===== config.mk =====
export PLATFORM = sky130hd
export DESIGN_NAME = spi_slave_shifter
export DESIGN_NICKNAME = d
export VERILOG_FILES = /design/src/rtl/spi_slave_shifter.sv
export SDC_FILE = /design/constraint.sdc
export NUM_CORES = 1
export LEC_CHECK = 0
export ABC_CLOCK_PERIOD_IN_PS = 2950
export CORE_MARGIN = 5
export CORE_UTILIZATION = 50
export DETAILED_ROUTE_END_ITERATION = 8
export GPL_TIMING_DRIVEN = 0
export PLACE_DENSITY = 0.86
export SYNTH_ARGS = -nofsm -noshare
export SYNTH_HDL_FRONTEND = slang
export SYNTH_SLANG_ARGS = --single-unit

===== constraint.sdc =====
create_clock -name clk -period 2.95 [get_ports clk]
set_input_delay 0.7375 -clock clk [delete_from_list [all_inputs] [get_ports clk]]
set_output_delay 0.7375 -clock clk [all_outputs]
set_load 0.1 [all_outputs]

===== src/rtl/spi_slave_shifter.sv =====
// SPI mode-0 slave front end: oversamples SCLK/CS_N/MOSI on clk, deserializes words, serializes tx_data.
// Optional macro SPI_SYNC_3FF_EN selects 3-flop pin synchronizers instead of 2.
module spi_slave_shifter #(
   parameter int unsigned WORD_W = 16
) (
   input  logic              clk,
   input  logic              rst,
   input  logic              sclk,
   input  logic              cs_n,
   input  logic              mosi,
   input  logic [WORD_W-1:0] tx_data,
   output logic              miso,
   output logic              miso_oe,
   output logic              done,
   output logic [3:0]        cmd,
   output logic [WORD_W-1:0] rx_word,
   output logic              frame_err,
   output logic              busy
);

`ifdef SPI_SYNC_3FF_EN
   localparam int unsigned SyncStages = 3;
`else
   localparam int unsigned SyncStages = 2;
`endif

   localparam int unsigned CntW = $clog2(WORD_W + 1);
   localparam logic [CntW-1:0] CntFull = CntW'(WORD_W);

   typedef enum logic [0:0] {StIdle, StShift} state_e;

   logic [SyncStages-1:0] sclk_sync_q;
   logic [SyncStages-1:0] cs_sync_q;
   logic [SyncStages-1:0] mosi_sync_q;
   logic [SyncStages-1:0] sync_vld_q;
   logic                  sclk_prev_q;
   logic                  cs_prev_q;

   logic sclk_s, cs_s, mosi_s;
   logic sclk_rise, sclk_fall, cs_rise, cs_fall;

   state_e            state_q;
   logic [CntW-1:0]   bit_cnt_q;
   logic [WORD_W-1:0] rx_sh_q;
   logic [WORD_W-1:0] tx_sh_q;
   logic              word_seen_q;

   always_ff @(posedge clk or posedge rst) begin
      if (rst) begin
         sclk_sync_q <= '0;
         cs_sync_q   <= '1;
         mosi_sync_q <= '0;
         sync_vld_q  <= '0;
         sclk_prev_q <= 1'b0;
         cs_prev_q   <= 1'b0;
      end else begin
         sclk_sync_q <= {sclk_sync_q[SyncStages-2:0], sclk};
         cs_sync_q   <= {cs_sync_q[SyncStages-2:0], cs_n};
         mosi_sync_q <= {mosi_sync_q[SyncStages-2:0], mosi};
         sync_vld_q  <= {sync_vld_q[SyncStages-2:0], 1'b1};
         sclk_prev_q <= sclk_s;
         // Hold the CS_N history low until the synchronizer carries a real pin sample, so a
         // CS_N that was already low through reset never looks like a falling edge.
         cs_prev_q   <= sync_vld_q[SyncStages-1] ? cs_s : 1'b0;
      end
   end

   assign sclk_s = sclk_sync_q[SyncStages-1];
   assign cs_s   = cs_sync_q[SyncStages-1];
   assign mosi_s = mosi_sync_q[SyncStages-1];

   assign sclk_rise = sclk_s & ~sclk_prev_q;
   assign sclk_fall = ~sclk_s & sclk_prev_q;
   assign cs_rise   = cs_s & ~cs_prev_q;
   assign cs_fall   = ~cs_s & cs_prev_q;

   always_ff @(posedge clk or posedge rst) begin
      if (rst) begin
         state_q     <= StIdle;
         bit_cnt_q   <= '0;
         rx_sh_q     <= '0;
         tx_sh_q     <= '0;
         word_seen_q <= 1'b0;
         miso_oe     <= 1'b0;
         busy        <= 1'b0;
         done        <= 1'b0;
         frame_err   <= 1'b0;
         rx_word     <= '0;
         cmd         <= '0;
      end else begin
         done      <= 1'b0;
         frame_err <= 1'b0;
         case (state_q)
            StIdle: begin
               if (cs_fall) begin
                  state_q     <= StShift;
                  bit_cnt_q   <= '0;
                  tx_sh_q     <= tx_data;
                  word_seen_q <= 1'b0;
                  miso_oe     <= 1'b1;
                  busy        <= 1'b1;
               end
            end
            StShift: begin
               if (cs_rise) begin
                  // CS_N wins over a coincident SCLK edge; that bit is dropped.
                  state_q   <= StIdle;
                  bit_cnt_q <= '0;
                  miso_oe   <= 1'b0;
                  busy      <= 1'b0;
                  if (bit_cnt_q == CntFull) begin
                     rx_word <= rx_sh_q;
                     cmd     <= rx_sh_q[WORD_W-1 -: 4];
                     done    <= 1'b1;
                  end else if (bit_cnt_q != '0) begin
                     frame_err <= 1'b1;
                  end
               end else begin
                  if (bit_cnt_q == CntFull) begin
                     bit_cnt_q   <= '0;
                     rx_word     <= rx_sh_q;
                     cmd         <= rx_sh_q[WORD_W-1 -: 4];
                     done        <= 1'b1;
                     word_seen_q <= 1'b1;
                  end else if (sclk_rise) begin
                     rx_sh_q   <= {rx_sh_q[WORD_W-2:0], mosi_s};
                     bit_cnt_q <= bit_cnt_q + 1'b1;
                  end
                  if (sclk_fall) begin
                     if (bit_cnt_q == '0 && word_seen_q) begin
                        tx_sh_q <= tx_data;
                     end else begin
                        tx_sh_q <= {tx_sh_q[WORD_W-2:0], 1'b0};
                     end
                  end
               end
            end
            default: state_q <= StIdle;
         endcase
      end
   end

   assign miso = miso_oe & tx_sh_q[WORD_W-1];

endmodule


-- Word-level counts from Yosys, hierarchy flattened
Index checks and enable logic that the tools add are counted.
- bits in registers: 72
- input bits: 21
- output and inout port bits: 25
- logic and storage cells: 72
- $add $sub $neg: 1
- eq/ne operators: 7
- mux-type cells: 27
- bitwise logic cells: 12
- reduce and logical (&&, ||, !) cells: 9
- operators with widths (kind ; number):
    2-to-1 mux 16 bit ; 4
    case mux 16 bit (2 select lines) ; 1
    2-to-1 mux 5 bit ; 4
    2-to-1 mux 1 bit ; 14
    case mux 5 bit (2 select lines) ; 1
    inequality test 2 bit (second input constant) ; 4
    inverter 1 bit ; 7
    case mux 1 bit (2 select lines) ; 3
    AND reduction 2 bit ; 3
    AND reduction 3 bit ; 2
    adder 5 x 1 -> 5 bit (second input constant) ; 1
    bitwise AND 1 bit ; 5
    equality test 5 bit (second input constant) ; 1
    logical NOT 5 bit ; 1
    nonzero test 5 bit ; 1
    inequality test 4 x 3 -> 1 bit (second input constant) ; 1
    AND reduction 4 bit ; 1
    inequality test 2 x 1 -> 1 bit (second input constant) ; 1
    logical AND 1 bit ; 1

-- Depth between registers and ports, before layout
Gate-level depths: netlist of run 1.
- depth in word-level cells: 6
- gate-level depth with buffers: 8
- gate-level depth less buffers: 6

-- Worst setup path before layout of run 1
No wires, ideal clock.
- path kind: register to output
- start point: register, netlist name busy
- end point: output miso
- data arrival time: 1809 ps
- required time: 2213 ps
- slack: 404 ps
- cell stages (with the launch flop): 2
- buffers on the path: 0
- path through: dfrtp_1 -> and2_1
- RTL lines (what ; RTL line ; text):
    to (decl) ; 12 ; output logic miso,

==> results of run 1 <==
[report_power, final]
part | internal, W | leakage [nW] | switching [W]
Combinational | 0.000110 | 0.663 | 0.000159
Clock | 0.000394 | 0.0958 | 0.000363
Sequential | 0.00101 | 0.869 | 0.0000508
Total | 0.00152 | 1.63 | 0.000573
[metrics by stage]
step	worst slack (ns)	total power, W	std cells	util	cell area (um2)
floorplan	0.404	0.00126	230	-	2770
global placement	-0.543	0.00133	347	0.609	3310
detailed placement	0.546	0.00135	348	0.612	3330
CTS	0.181	0.00210	364	0.649	3530
global route	0.137	0.00220	364	0.649	3530
finish	0.195	0.00209	364	0.649	3530
[kinds of logic after synthesis]
group	Yosys count	synth area share
AND/OR/NAND/NOR	73	0.117
flip-flops	68	0.615
multiplexers	33	0.134
AO/OA/AOI/OAI	31	0.0799
buffers and inverters	22	0.0438
adder cells (fa/ha/maj)	2	0.00903
other	1	0.00135
[Yosys cell counts]
master / instances
buf_4: 5
dfstp_2: 2
o211ai_1: 1
nor3b_1: 1
and2_1: 2
ha_1: 2
buf_6: 1
buf_2: 1
and4_1: 1
nand4_1: 1
o21ai_2: 1
nand2b_1: 4
o32ai_1: 1
o21ai_0: 3
nand3_1: 2
or2_2: 1
or3b_1: 1
o22ai_1: 1
conb_1: 1
a22o_1: 1
o2111ai_4: 1
inv_1: 7
mux2_2: 33
buf_8: 1
dfrtp_1: 66
o22a_1: 1
inv_2: 1
a31oi_1: 19
clkbuf_1: 6
o21a_1: 1
nand2_1: 35
nor2_1: 20
and3_1: 1
a21oi_1: 1
nor2b_1: 4
[per-layer routing]
| metal | global-route usage | wire (um) | part of all wire |
|---|---|---|---|
| met5 | 0 | 0 | 0 |
| met4 | 0.0734 | 84 | 0.016 |
| met3 | 0.0383 | 164 | 0.031 |
| met2 | 0.280 | 2770 | 0.53 |
| met1 | 0.197 | 2230 | 0.43 |
[registers in the layout (all words and copies together), names as in the netlist, 2 cells and up]
signal,count
sclk_sync_q,2
mosi_sync_q,2
sync_vld_q,2
rx_sh_q,16
bit_cnt_q,5
cmd,3
rx_word,13
cs_sync_q,2
tx_sh_q,16
[cell type report]
type                       instances  area share
multi-input combinational        140       0.268
timing repair buffer              46       0.133
inverter                           8     0.00850
clock inverter                     7      0.0216
clock buffer                       9      0.0351
sequential                        68       0.483
buffer                            14      0.0259
tap                               72      0.0255
[worst paths after layout]
kind                       slack [ns]        endpoint
max                              0.19            miso
min                              0.36  mosi_sync_q[1]
max reg2reg                      0.74     rx_sh_q[12]
min reg2reg                      0.36  mosi_sync_q[1]
max in group asynchronous        1.53     rx_sh_q[15]
min in group asynchronous        0.81      tx_sh_q[0]
==> summary.md, run 1 <==
| Metric | Value |
|---|---|
| Status | `finished clean` |
| Depth of the most critical reg-to-reg path | `7` |
| CP Capture Type | `output port` |
| Most common cell after layout, fill and taps aside | `dfrtp_1` |
| Top Family by Delay on Critical Path | `buffers and inverters` |
| Most frequent cells in the layout | `66 x dfrtp_1, 45 x clkdlybuf4s50_1, 35 x nand2_1` |
| DRT Wirelength | `5.24 mm` |
| Hold Crit Start | `mosi_sync_q[0]` |
| Critical path type | `flop to output port` |
| CTS root buffer | `clkbuf_8` |
| Cell accounting for the most synthesized area | `dfrtp_1` |
| Clk slew on worst S/H paths | `0.07 ns` |
| Register Area | `1700 um2` |
| Worst endpoint required time | `2.21 ns` |
| Layout cells sized above 1 | `0.223` |
| Number of global-route vias before repair | `1981` |
| Syn Nets | `253` |
| GRT Residual Overflow | `0` |
| Wire per inst | `14.4 um` |
| Post-layout net count | `310` |
| # rows | `27` |
| Post-DP HPWL | `3.72 mm` |
| Area delta synth->final | `27.5%` |
| Number of H-tree levels | `3` |
| Largest net degree at the start of global routing | `39` |
| Worst Setup Start Kind | `flop` |
| Die Span Y | `84.4 um` |
| R2R Path Start | `bit_cnt_q[1]` |
| Postcts setup bufs | `0` |
| Setup TNS | `0 ns` |
| Final Setup Violations | `0` |
| Routed vias | `1892` |
| RSZ-0062 raised after global routing | `no` |
| Final hold violations | `0` |
| Relative slew slack | `0.341` |
| DRC violations left | `0` |
| Number of I/O port buffers | `45` |
| Iter 0 DRT Violations | `80` |
| Worst-skew pair later-pin latency | `0.34 ns` |
| Clk buf depth | `2` |
| Final worst path period share | `0.934` |
| Hold Crit Class | `flop to flop` |
| Mapped Cells | `230` |
| Worst path depth | `2` |
| Max VDD drop | `449 uV` |
| Die outline area | `7130 um2` |
| Initial Util | `0.509` |
| Num Clock Sinks | `68` |
| Post-CTS sizing | `0` |
| Vias per cell | `5.20` |
| Multi-input gate area in the final layout | `945 um2` |
| GRT Total Usage | `0.164` |
| First-pass GRT wire length | `9.28 mm` |
| Synth top area share | `0.596` |
| Fmax achieved | `0.363 GHz` |
| Hold_ws | `0.356 ns` |
| Core Footprint | `5440 um2` |
| Synthesized area per cell | `12.0 um2` |
| Crit-path max cell delay | `1.12 ns` |
| Ant diodes | `0` |
| WHS Path Cells | `0` |
| Unique masters post-synth | `35` |
| Static Leakage | `1.63 nW` |
| Antenna violations before repair | `0` |
| Crit-path cells | `and2_1, clkdlybuf4s50_1` |
| Final clock skew | `0.00665 ns` |
| DIE WIDTH | `84.4 um` |
| Yosys reg bits | `68` |
| CTS tree | `yes` |
| PwrDens | `592 nW/um2` |
| Post-Syn Area | `2770 um2` |
| Final ANT Viol Nets | `0` |
| Seq/Total Area, Yosys | `0.615` |
| Synth top area cells | `dfrtp_1 60%, mux2_2 13%, nand2_1 4.7%` |
| CP Max Fanout | `5` |
| Post-CTS Hold Buffers | `0` |
| GP Congestion | `0.813` |
| Final Max Slew Viols | `0` |
| Fill cell count | `401` |
| Worst-margin pin slew | `0.986 ns` |
| Crit-path slowest cell | `clkdlybuf4s50_1` |
| Yosys warns | `0` |
| Num CTS Buffers | `9` |
| Boundary Pins | `46` |
| Worst path arrival time | `2.02 ns` |
| WP buf/inv | `1` |
| Tmin final | `2.76 ns` |
| Drt first pass iters | `5` |
| Crit path launch | `busy` |
| Max-cap violations | `0` |
No activity file was read; power rests on OpenSTA's default activity.
==> run 2, diff against run 1 <==
--- a/config.mk
+++ b/config.mk
@@ -11,6 +11,8 @@
 export DETAILED_ROUTE_END_ITERATION = 8
 export GPL_TIMING_DRIVEN = 0
 export PLACE_DENSITY = 0.86
+export RECOVER_POWER = 100
+export SKIP_LAST_GASP = 1
 export SYNTH_ARGS = -nofsm -noshare
 export SYNTH_HDL_FRONTEND = slang
 export SYNTH_SLANG_ARGS = --single-unit
==> summary.md, run 2 (same netlist as run 1, synthesis figures left out) <==
| Metric | Value |
|---|---|
| Hold Crit Class | `flop to flop` |
| Hold_ws | `0.356 ns (-0.000514 ns)` |
| DRC violations left | `0 (unchanged)` |
| Post-DP HPWL | `3.72 mm (unchanged)` |
| Core Footprint | `5440 um2 (unchanged)` |
| Hold Crit Start | `sclk_sync_q[0]` |
| Post-layout net count | `310 (unchanged)` |
| First-pass GRT wire length | `9.28 mm (unchanged)` |
| Status | `finished clean` |
| Critical path type | `flop to output port` |
| RSZ-0062 raised after global routing | `no` |
| PwrDens | `594 nW/um2 (+0.29%)` |
| CP Max Fanout | `5 (unchanged)` |
| Die Span Y | `84.4 um (unchanged)` |
| Relative slew slack | `0.222 (-0.119)` |
| GP Congestion | `0.813 (unchanged)` |
| Worst path arrival time | `2.08 ns (+0.06 ns)` |
| Final worst path period share | `0.954 (+0.0197)` |
| Iter 0 DRT Violations | `79 (-1.3%)` |
| Tmin final | `2.81 ns (+0.0581 ns)` |
| Worst Setup Start Kind | `flop` |
| Final Setup Violations | `0 (unchanged)` |
| Place WS | `0.546 ns (unchanged)` |
| Final Max Slew Viols | `0 (unchanged)` |
| DIE WIDTH | `84.4 um (unchanged)` |
| Boundary Pins | `46 (unchanged)` |
| Clk slew on worst S/H paths | `0.08 ns (about the same)` |
| Fill cell count | `406 (+1.2%)` |
| Drt first pass iters | `4 (-1)` |
| Most frequent cells in the layout | `66 x dfrtp_1, 35 x nand2_1, 32 x mux2_2` |
| Initial Util | `0.509 (unchanged)` |
| Number of I/O port buffers | `45 (unchanged)` |
| Layout cells sized above 1 | `0.195 (-0.0274)` |
| Max VDD drop | `448 uV (-0.41%)` |
| Depth of the most critical reg-to-reg path | `7 (unchanged)` |
| # rows | `27 (unchanged)` |
| Wire per inst | `14.4 um (+0.21%)` |
| WHS Path Cells | `0 (unchanged)` |
| Finished Cell Area | `3500 um2 (-0.85%)` |
| CTS root buffer | `clkbuf_8` |
| Reg2Reg Setup Slack | `0.26 ns (-0.48 ns)` |
| Postcts setup bufs | `0 (unchanged)` |
| Worst setup margin | `0.137 ns (-0.0581 ns)` |
| Worst Hold End | `sclk_sync_q[1]` |
| Routed vias | `1877 (-0.79%)` |
| Placement Cell Area | `3330 um2 (unchanged)` |
| Die outline area | `7130 um2 (unchanged)` |
| Post-Place Cells | `348 (unchanged)` |
| Most common cell after layout, fill and taps aside | `dfrtp_1` |
| R2r endpoint | `rx_sh_q[12]` |
| Non-Filler Instances | `364 (unchanged)` |
| Final ANT Viol Nets | `0 (unchanged)` |
| Overall power | `0.00208 W (-0.56%)` |
| Worst endpoint required time | `2.21 ns (about the same)` |
| Post-CTS Hold Buffers | `0 (unchanged)` |
| Fmax achieved | `0.355 GHz (-2.1%)` |
| DRT Wirelength | `5.26 mm (+0.21%)` |
| Worst-margin pin slew | `1.17 ns (+0.180 ns)` |
| CTS tree | `yes` |
| GRT Residual Overflow | `0 (unchanged)` |
| Clk buf depth | `2 (unchanged)` |
| Static Leakage | `1.70 nW (+4.4%)` |
| Area delta synth->final | `26.4%` |
| Num Clock Sinks | `68 (unchanged)` |
| Vias per cell | `5.16 (-0.79%)` |
| CP Capture Type | `output port` |
| Num CTS Buffers | `9 (unchanged)` |
| Number of H-tree levels | `3 (unchanged)` |
| Final clock skew | `0.00639 ns (-0.000261 ns)` |
| GRT Total Usage | `0.164 (unchanged)` |
| R2R Path Start | `bit_cnt_q[1]` |
| Max-cap violations | `0 (unchanged)` |
| Ant diodes | `0 (unchanged)` |
| Worst-skew pair later-pin latency | `0.34 ns (about the same)` |
| Antenna violations before repair | `0 (unchanged)` |
| Largest net degree at the start of global routing | `39 (unchanged)` |
| Top flop regs | `rx_sh_q x16, tx_sh_q x16, rx_word x13` |
| Post-CTS sizing | `0 (unchanged)` |
| Final hold violations | `0 (unchanged)` |
| Number of global-route vias before repair | `1981 (unchanged)` |
-- run 2: cell types whose count changed in the layout (fill, tap and decap cells not counted), sizes merged --
cell,change
clkdlybuf4s50,-29
clkbuf,+2
buf,-2
dlygate4sd3,+29
-- run 2: stage by stage --
stage	util	setup TNS (ns)
6_report	0.644	0
5_1_grt	0.644	0
4_1_cts	0.649	0
3_5_place_dp	0.612	0
3_3_place_gp	0.609	-35.63
2_1_floorplan	-	0
-- run 2: worst max path at each step --
stage	from	end	cells after the start
floorplan	busy	miso	1
global placement	rst	done	2
detailed placement	busy	miso	2
CTS	busy	miso	2
global route	busy	miso	2
finish	busy	miso	2
-- run 2: cell type report --
type,count,area [um2],area share
buffer,14,82.6,0.0236
clock buffer,9,124,0.0354
clock inverter,7,76.3,0.0218
inverter,8,30.0,0.00858
multi-input combinational,140,923,0.264
sequential,68,1700,0.487
tap,72,90.1,0.0257
timing repair buffer,46,470,0.134
-- run 2: report_power, final --
part	total, W	internal, W	switching [W]
logic	0.000260	0.000103	0.000157
registers	0.00106	0.00101	0.0000504
clock network	0.000755	0.000394	0.000361
total	0.00208	0.00151	0.000569
-- run 2: metal layers --
layer	up-vias	track usage	wire length (um)
met5	-	0	0
met4	0	0.0734	83
met3	7	0.0383	147
met2	28	0.280	2780
met1	948	0.197	2250
li1	894	-	-
-- run 2: critical path, stage by stage (launching register included) --
cell,delay [ns]
dfrtp_1,0.41
and2_1,0.14
dlygate4sd3_1,1.20
==> run 3, diff against run 2 <==
--- a/config.mk
+++ b/config.mk
@@ -7,10 +7,10 @@
 export LEC_CHECK = 0
 export ABC_CLOCK_PERIOD_IN_PS = 2950
 export CORE_MARGIN = 5
-export CORE_UTILIZATION = 50
+export CORE_UTILIZATION = 52
 export DETAILED_ROUTE_END_ITERATION = 8
 export GPL_TIMING_DRIVEN = 0
-export PLACE_DENSITY = 0.86
+export PLACE_DENSITY = 0.88
 export RECOVER_POWER = 100
 export SKIP_LAST_GASP = 1
 export SYNTH_ARGS = -nofsm -noshare
==> summary.md, run 3 (same netlist as run 1, synthesis figures left out) <==
| Metric | Value |
|---|---|
| Worst Setup Start Kind | `flop` |
| Worst endpoint required time | `2.21 ns (about the same)` |
| Number of global-route vias before repair | `1987 (+0.30%)` |
| CP Capture Type | `output port` |
| Most common cell after layout, fill and taps aside | `dfrtp_1` |
| GRT Total Usage | `0.168 (+0.00464)` |
| Final clock skew | `0.00601 ns (-0.000381 ns)` |
| Final core utilization | `0.679 (+0.0353)` |
| Net load switching power | `0.000565 W (-0.65%)` |
| Worst path arrival time | `2.10 ns (+0.02 ns)` |
| Clk buf depth | `2 (unchanged)` |
| # rows | `26 (-3.7%)` |
| CTS tree | `yes` |
| Clock share of power | `0.361 (-0.002)` |
| Tmin final | `2.84 ns (+0.0252 ns)` |
| Die outline area | `6890 um2 (-3.4%)` |
| Num CTS Buffers | `9 (unchanged)` |
| Final ANT Viol Nets | `0 (unchanged)` |
| Wire per inst | `14.4 um (-0.33%)` |
| Number of I/O port buffers | `45 (unchanged)` |
| Final worst path period share | `0.962 (+0.00854)` |
| Num Clock Sinks | `68 (unchanged)` |
| RSZ-0062 raised after global routing | `no` |
| Max-cap violations | `0 (unchanged)` |
| Routed vias | `1887 (+0.53%)` |
| Number of H-tree levels | `3 (unchanged)` |
| GRT Residual Overflow | `0 (unchanged)` |
| Initial Util | `0.539 (+0.0296)` |
| Clk slew on worst S/H paths | `0.07 ns (about the same)` |
| Post-CTS Hold Buffers | `0 (unchanged)` |
| Crit-path slowest cell | `dlygate4sd3_1` |
| Static Leakage | `1.70 nW (-0.23%)` |
| Core Footprint | `5140 um2 (-5.5%)` |
| Post-layout net count | `310 (unchanged)` |
| Combinational fraction of design power | `0.127 (+0.002)` |
| Relative slew slack | `0.226 (+0.00387)` |
| DRC violations left | `0 (unchanged)` |
| Largest net degree at the start of global routing | `40 (+2.6%)` |
| Post-CTS sizing | `0 (unchanged)` |
| Iter 0 DRT Violations | `121 (+53%)` |
| Hold Crit Class | `flop to flop` |
| Place WS | `0.544 ns (-0.00224 ns)` |
| Ant diodes | `0 (unchanged)` |
| Status | `finished clean` |
| Final Setup Violations | `0 (unchanged)` |
| Final Max Slew Viols | `0 (unchanged)` |
| Switching share of power | `0.273 (-0.000840)` |
| PwrDens | `594 nW/um2 (about the same)` |
| Setup TNS | `0 ns (unchanged)` |
| Post-DP HPWL | `3.70 mm (-0.53%)` |
| Final hold violations | `0 (unchanged)` |
| Postcts setup bufs | `0 (unchanged)` |
| Crit-path max cell delay | `1.20 ns (about the same)` |
| WP buf/inv | `1 (unchanged)` |
| Fill cell count | `384 (-5.4%)` |
| CTS root buffer | `clkbuf_8` |
| Worst setup margin | `0.112 ns (-0.0252 ns)` |
| GP Congestion | `0.811 (-0.14%)` |
| Fmax achieved | `0.352 GHz (-0.89%)` |
| Crit-path cells | `and2_1, dlygate4sd3_1` |
| Layout cells sized above 1 | `0.195 (unchanged)` |
| Worst-skew pair later-pin latency | `0.35 ns (about the same)` |
| Area delta synth->final | `26.0%` |
| Vias per cell | `5.21 (+1.1%)` |
| DRT Wirelength | `5.21 mm (-0.88%)` |
| Non-Filler Instances | `362 (-0.55%)` |
| Antenna violations before repair | `0 (unchanged)` |
| Top flop regs | `rx_sh_q x16, tx_sh_q x16, rx_word x13` |
| Critical path type | `flop to output port` |
| First-pass GRT wire length | `9.27 mm (-0.15%)` |
| CP Max Fanout | `5 (unchanged)` |
| Internal power | `0.00151 W (-0.23%)` |
| Sequential power share | `0.512 (about the same)` |
| Top Family by Delay on Critical Path | `buffers and inverters` |
| DIE WIDTH | `83.0 um (-1.7%)` |
| Die Span Y | `83.0 um (-1.7%)` |
| Most frequent cells in the layout | `66 x dfrtp_1, 35 x nand2_1, 33 x mux2_2` |
| Post-Place Cells | `346 (-0.57%)` |
| Worst-margin pin slew | `1.16 ns (-0.00580 ns)` |
| Max VDD drop | `370 uV (-17%)` |
| Boundary Pins | `46 (unchanged)` |
| Overall power | `0.00207 W (-0.34%)` |
| Drt first pass iters | `4 (unchanged)` |
-- run 3: cell count changes in the layout (fill, tap and decap cells not counted) --
| cell | change |
|---|---|
| clkinv_2 | +1 |
| mux2_1 | -1 |
| clkbuf_1 | +1 |
| mux2_2 | +1 |
| clkinv_4 | -2 |
-- run 3: final cells by class --
| cell class | count | area (um2) | area share |
|---|---|---|---|
| Buffer | 14 | 82.6 | 0.0237 |
| Clock buffer | 10 | 128 | 0.0366 |
| Sequential cell | 68 | 1700 | 0.488 |
| Clock inverter | 6 | 63.8 | 0.0183 |
| Multi-Input combinational cell | 140 | 923 | 0.265 |
| Timing Repair Buffer | 46 | 470 | 0.135 |
| Tap cell | 70 | 87.6 | 0.0251 |
| Inverter | 8 | 30.0 | 0.00861 |
-- run 3: power by group through the flow --
stage | logic, W | clock network (W) | registers (W)
2_1_floorplan | 0.000187 | 0 | 0.00108
3_3_place_gp | 0.000259 | 0 | 0.00107
3_5_place_dp | 0.000275 | 0 | 0.00108
4_1_cts | 0.000277 | 0.000758 | 0.00106
5_1_grt | 0.000294 | 0.000802 | 0.00107
6_report | 0.000264 | 0.000747 | 0.00106
-- run 3: stage by stage --
| step | hold WS [ns] | area (um2) |
|---|---|---|
| after global routing | 0.364 | 3490 |
| final | 0.350 | 3490 |
| after CTS | 0.352 | 3520 |
| after floorplan | 0.331 | 2770 |
| after detailed placement | 0.336 | 3330 |
| after global placement | 0.331 | 3310 |
-- run 3: final timing paths --
kind / from / endpoint / slack [ns] / depth (start not counted)
setup / recovery: busy / miso / 0.11 / 2
hold / removal: sync_vld_q[0] / sync_vld_q[1] / 0.35 / 0
setup reg to reg: bit_cnt_q[0] / rx_sh_q[1] / 0.24 / 7
hold reg to reg: sync_vld_q[0] / sync_vld_q[1] / 0.35 / 0
max in group asynchronous: rst / done / 1.04 / 3
min in group asynchronous: rst / tx_sh_q[1] / 1.13 / 2
-- run 3: metal layers --
layer | share of wire | global-route usage | up-vias
li1 | - | - | 894
met1 | 0.42 | 0.201 | 930
met2 | 0.51 | 0.273 | 50
met3 | 0.042 | 0.0446 | 13
met4 | 0.028 | 0.101 | 0
met5 | 0 | 0 | -
